[config.mk]
export PLATFORM = sky130hd
export DESIGN_NAME = acs_survivor
export DESIGN_NICKNAME = d
export VERILOG_FILES = /design/src/rtl/acs_survivor.sv
export SDC_FILE = /design/constraint.sdc
export NUM_CORES = 1
export LEC_CHECK = 0
export ABC_CLOCK_PERIOD_IN_PS = 3900
export BUFFER_PORTS_ARGS = -buffer_cell sky130_fd_sc_hd__buf_2
export CAP_MARGIN = 5
export CORE_MARGIN = 1
export CORE_UTILIZATION = 55
export CTS_CLUSTER_DIAMETER = 150
export DETAILED_ROUTE_END_ITERATION = 8
export PLACE_DENSITY = 0.77
export SYNTH_ARGS = -nofsm -noshare
export SYNTH_HDL_FRONTEND = slang
export SYNTH_SLANG_ARGS = --single-unit
[constraint.sdc]
create_clock -name clk -period 3.9 [get_ports clk]
set_input_delay 0.585 -clock clk [delete_from_list [all_inputs] [get_ports clk]]
set_output_delay 0.585 -clock clk [all_outputs]
set_load 0.1 [all_outputs]
[src/rtl/acs_survivor.sv]
// acs_survivor: add-compare-select and 8-deep survivor registers for the K=3, rate-1/2 (7,5) Viterbi decoder.
// Optional ACS_NORM_EN: subtract 64 from all metrics when they all reach 64; without it, metrics saturate at 127.
module acs_survivor (
  input  logic        clk,
  input  logic        rst,
  input  logic        in_valid,
  input  logic        frame_start,
  input  logic [1:0]  sym_in,
  output logic [6:0]  PM_1,
  output logic [6:0]  PM_2,
  output logic [6:0]  PM_3,
  output logic [6:0]  PM_4,
  output logic [31:0] data_out,
  output logic        out_valid
);
  logic [6:0] pm [4];
  logic [7:0] sv [4];
  logic [3:0] cnt, cnt_nxt;
  logic [7:0] base_pm [4];
  logic [6:0] base_sv [4];
  logic [6:0] nxt_pm [4];
  logic [6:0] upd_pm [4];
  logic [7:0] nxt_sv [4];

  function automatic logic [7:0] bm(input logic [1:0] sym, input logic u, input logic s1, input logic s0);
    return {7'd0, sym[1] ^ u ^ s1 ^ s0} + {7'd0, sym[0] ^ u ^ s0};
  endfunction

  // a frame start replaces the registered history with a known zero start state
  always_comb begin
    for (int i = 0; i < 4; i++) begin
      base_pm[i] = frame_start ? (i == 0 ? 8'd0 : 8'd16) : {1'b0, pm[i]};
      base_sv[i] = frame_start ? 7'd0 : sv[i][6:0];
    end
  end

  genvar n;
  for (n = 0; n < 4; n++) begin : g_acs
    localparam logic [1:0] ns = 2'(n);
    logic [7:0] c0, c1, best;
    logic       sel;
    assign c0 = base_pm[{ns[0], 1'b0}] + bm(sym_in, ns[1], ns[0], 1'b0);
    assign c1 = base_pm[{ns[0], 1'b1}] + bm(sym_in, ns[1], ns[0], 1'b1);
    assign sel = c1 < c0;
    assign best = sel ? c1 : c0;
    assign nxt_pm[n] = best > 8'd127 ? 7'd127 : best[6:0];
    assign nxt_sv[n] = {sel ? base_sv[{ns[0], 1'b1}] : base_sv[{ns[0], 1'b0}], ns[1]};
  end

`ifdef ACS_NORM_EN
  logic all_hi;
  assign all_hi = nxt_pm[0][6] & nxt_pm[1][6] & nxt_pm[2][6] & nxt_pm[3][6];
  always_comb begin
    for (int i = 0; i < 4; i++)
      upd_pm[i] = all_hi ? {1'b0, nxt_pm[i][5:0]} : nxt_pm[i];
  end
`else
  assign upd_pm = nxt_pm;
`endif

  assign cnt_nxt = frame_start ? 4'd1 : cnt == 4'd8 ? cnt : cnt + 4'd1;

  always_ff @(posedge clk or posedge rst)
    if (rst) begin
      pm <= '{default: '0};
      sv <= '{default: '0};
      cnt <= '0;
      out_valid <= 1'b0;
    end else begin
      out_valid <= in_valid && cnt_nxt == 4'd8;
      if (in_valid) begin
        pm <= upd_pm;
        sv <= nxt_sv;
        cnt <= cnt_nxt;
      end
    end

  assign PM_1 = pm[0];
  assign PM_2 = pm[1];
  assign PM_3 = pm[2];
  assign PM_4 = pm[3];
  assign data_out = {sv[3], sv[2], sv[1], sv[0]};
endmodule
# Yosys cells after proc, flatten, opt, wreduce, memory -nomap -nowiden
# Index checks and enable logic that the tools add are counted.
[op_classes]
n_eq_ne = 2
bitwise = 2
mux = 22
n_addsub = 13
mul = 0
div = 0
n_shift = 0
reduce_logical = 1
order_cmp = 8
[ops]
columns = ["cell", "n"]
rows = [
  ["7-bit 2-to-1 mux", 16],
  ["7-bit by 2-bit adder with 8-bit output", 4],
  ["7-bit by 8-bit adder with 8-bit output", 4],
  ["8-bit by 7-bit > comparator with 1-bit output, second input constant", 4],
  ["8-bit < comparator", 4],
  ["8-bit 2-to-1 mux", 4],
  ["1-bit by 1-bit adder with 2-bit output", 4],
  ["4-bit equality test, second input constant", 2],
  ["4-bit 2-to-1 mux", 2],
  ["4-bit by 1-bit adder with 4-bit output, second input constant", 1],
  ["1-bit NOT", 2],
  ["1-bit logical AND", 1],
]
[totals]
latchBits = 0
ram_bits = 0
reg_bits = 63
in_bits = 6
n_memories = 0
romBits = 0
output_inout_bits = 61

# Longest topological paths before layout
[logic_depth]
depth_word = 7
mapped_depth = 17
depth_no_buf = 14

# Least setup slack after synthesis
# No wires, ideal clock.
[synth_timing]
path_type = "input -> register"
start = "input port frame_start"
end = "register sv (netlist bit data_out[3])"
required_time_ns = 3.759
t_arrival_ns = 3.999
path_buffers = 4
setup_time_ns = 0.141
stages = 16
path_slack_ns = -0.240
path_cell_list = "clkbuf_1 -> clkbuf_1 -> clkbuf_1 -> nor2b_1 -> ha_1 -> ha_1 -> a21oi_1 -> nor3_1 -> or3b_2 -> ha_1 -> and4_1 -> nand2_1 -> o211ai_2 -> buf_2 -> mux2i_1 -> o22ai_1"
[synth_between]
elab_chain_len = 4
word_cells_on_any_way = 8
classes_between = "2 x add/sub; 1 x order compare; 5 x mux"
[synth_lines]
columns = ["item", "line", "text"]
rows = [
  ["from (decl)", "7", "input logic frame_start,"],
  ["7-bit 2-to-1 mux", "32", "base_pm[i] = frame_start ? (i == 0 ? 8'd0 : 8'd16) : {1'b0, pm[i]};"],
  ["7-bit by 8-bit adder with 8-bit output (on tied branches)", "43, 42", ""],
  ["8-bit < comparator", "44", "assign sel = c1 < c0;"],
  ["7-bit 2-to-1 mux (*)", "47", "assign nxt_sv[n] = {sel ? base_sv[{ns[0], 1'b1}] : base_sv[{ns[0], 1'b0}], ns[1]};"],
  ["to (signal assigned)", "73", "sv <= nxt_sv;"],
  ["to (decl)", "17", "logic [7:0] sv [4];"],
]
# Every way passes the cells marked *; elsewhere a longest branch is shown, timed or not.
# A chain may end at the register's enable or synchronous reset.

# Final worst setup path
[layout_timing]
start = "input port sym_in[0]"
end = "register sv (netlist bit data_out[3])"
[layout_between]
elab_chain_len = 5
word_cells_on_any_way = 7
classes_between = "4 x add/sub; 1 x order compare; 1 x mux; 1 x bitwise"
[layout_lines]
columns = ["item", "line", "text"]
rows = [
  ["from (decl)", "8", "input logic [1:0] sym_in,"],
  ["1-bit NOT (no source line)", "n/a", ""],
  ["1-bit by 1-bit adder with 2-bit output", "26", "return {7'd0, sym[1] ^ u ^ s1 ^ s0} + {7'd0, sym[0] ^ u ^ s0};"],
  ["7-bit by 8-bit adder with 8-bit output", "43", "assign c1 = base_pm[{ns[0], 1'b1}] + bm(sym_in, ns[1], ns[0], 1'b1);"],
  ["8-bit < comparator (*)", "44", ""],
  ["7-bit 2-to-1 mux (*)", "47", ""],
]
# Marked as above.

==> impl_metrics.toml <==
[run_status]
outcome = "completed"

[floorplan]
initial_core_util_pct = 56.9
core_mm2 = 0.00872
pin_count = 67
rows = 34
die_width_um = 97.0
die_y_um = 97.0
die_area_mm2 = 0.00941

[cts]
cts_resized = 0
post-cts-setup-buffers = 0
clock_path_buffers = 2
cts_buffers = 9
ctsHoldBuffers = 0
clock_latency_ns = 0.35
htree_num_levels = 3
cts-root-buf = "clkbuf_8"
numClockSinks = 59
path_clk_slew_ns = 0.08
cts_tree = "done"

[sta]
rsz0062_at_grt = "false"
skew_ns = 0.0106
slew_violations = 0
slew_headroom_pct = 37.1
fin_crit_sh_pct = 91.7
finalSetupTns_ns = 0
max_freq_ghz = 0.280
finalCriticalPeriod_ns = 3.58
finalHoldViolCount = 0
worst_slack_ns = 0.324
tightest_slew_ns = 0.943
setup_viol = 0

[routing]
routed_wl_um = 12800
avgRoutedWirePerCell_um = 17.6
ant_nets = 0
drc_errors = 0
drt_iter0_drc = 251
dr.pass1.iters = 4
viasPerCell = 6.16
num_vias = 4473

[critical_path]
cp-end-kind = "register"
cpMostUsedCell = "ha_1"
critPathLaunchType = "primary input"
cp.arrival_ns = 3.75
path_class = "in2reg"
cp_cell_sequence = "buf_2, inv_1, ha_1, ha_1, ha_1, a21oi_1, nor3_1, or3b_2, ha_1, and4_1, nand2_1, o211ai_4, buf_4, mux2i_1, o22ai_1"
cp_max_fo = 6
worst_ep_required_time_ns = 4.07
crit_buf_inv = 3
cpLargestDelayFamily = "adder cells"
slowest_delay_ns = 0.50
slowest_stage = "or3b_2"

[global_route]
grt_pass1_vias = 4293
grt_max_degree = 39
overflow = 0
track_usage_pct = 27.9
grt_pass1_wl_um = 21300
antenna_found_initial = 0

[place]
io_buffers = 62
dp.cells = 710
pre_cts_slack_ns = -0.00952
gp_congestion = 0.970
hpwl_um = 9330

[finish]
seq_area_mm2 = 0.00148
fin_nets = 671
multi_input_area_mm2 = 0.00315
area_growth_pct = 11.9
fillCellCount = 711
drive_gt1_share_pct = 20.4
antennaDiodeCount = 0
utilization_pct = 63.7
layout.cells.non_filler = 726

[synthesis]
yosysUniqueCellTypes = 56
synth-async-reset-ratio_pct = 100
syn_area_mm2 = 0.00496
synth.avg_cell_area_um2 = 8.88
yosysMostFrequentCell = "dfrtp_1"
syn_inst = 559
yosys_warnings = 0
synth-seq-area-share_pct = 29.8
netlist_top_cells_count = "59 x dfrtp_1, 47 x ha_1, 45 x nor2_1, 41 x inv_1, 31 x mux2i_1"
synth_area_leaders = "dfrtp_1 30%, ha_1 12%, mux2i_1 6.3%, o22ai_1 3.5%, nor2_1 3.4%"
ys.flop_type = "dfrtp_1"
synth-edff-count = 0
synth_top_area_share_pct = 29.8
synth_seq_cells = 59
yosysTopAreaCell = "dfrtp_1"

[worst_hold_path]
hold_path_class = "in2async"

[flow_run]
maxCapViolCount = 0
==> area by class of cell <==
cell class                 count  share of cell area, %
clock buffer                   9                   2.23
multi-input combinational    424                   56.7
timing repair buffer          78                   7.75
inverter                      41                   2.77
tap                          108                   2.43
sequential                    59                   26.6
clock inverter                 7                   1.51
==> state kept, by name (all words and copies together), names as in the netlist <==
signal,count
data_out,26
out_valid,1
PM_4,7
PM_1,7
PM_3,7
cnt,4
PM_2,7
==> worst register-to-register path, cell delays in order, from the launching register on <==
cell and delay (ns):
dfrtp_1 0.50, nor2b_1 0.33, xor2_1 0.13, ha_1 0.22
a21oi_1 0.28, nor3_1 0.08, or3b_2 0.50, ha_1 0.30
and4_1 0.21, nand2_1 0.09, o211ai_4 0.18, buf_4 0.20
mux2i_1 0.20, o22ai_1 0.09
==> cell families after synthesis <==
kind of cell,after synthesis,synth area share [%]
and+or+nand+nor,187,19.9
AOI/OAI and AO/OA,120,17.4
buffers and inverters,79,7.16
DFF,59,29.8
adders and majority gates,54,14.3
muxes,36,7.39
xor gates and xnor gates,23,4.06
other,1,0.0756
==> worst paths after layout <==
kind | from | endpoint | slack (ns) | cells after the start
hold / removal | rst | PM_1[5] | 0.36 | 2
setup reg to reg | PM_2[1] | data_out[3] | 0.41 | 13
hold reg to reg | data_out[7] | data_out[7] | 0.54 | 2
setup / recovery | sym_in[0] | data_out[3] | 0.32 | 15
min in group clk | data_out[7] | data_out[7] | 0.54 | 2
max in group asynchronous | rst | PM_2[2] | 2.71 | 3
==> cell usage in the layout (no fill, tap or decap), types with 17 or more instances in the layout <==
master	count
o22ai_1	28
inv_1	40
mux2i_1	31
nand2b_1	22
nor2b_1	17
nand2_1	26
buf_2	62
ha_1	47
nor3_1	21
dfrtp_1	59
a21oi_1	24
nor2_1	45
nand3_1	17
==> metrics by stage <==
stage	area, um^2	hold slack [ns]
floorplan	4990	0.512
global placement	5350	0.516
detailed placement	5350	0.523
CTS	5550	0.381
global route	5550	0.422
finish	5550	0.357
==> routing by layer <==
layer  up-vias  part of all wire, %  wire [um]  GRT usage [%]
met5         -                    0          0              0
met4         0                  1.4        179           9.07
met3        18                  5.7        722           4.41
met2       164                   47       5960           43.6
met1      2196                   46       5900           39.6
li1       2095                    -          -              -
Power is left out: the tool's default activity adds up to more than one toggle a clock period on the data nets, which glitch-free logic cannot reach.
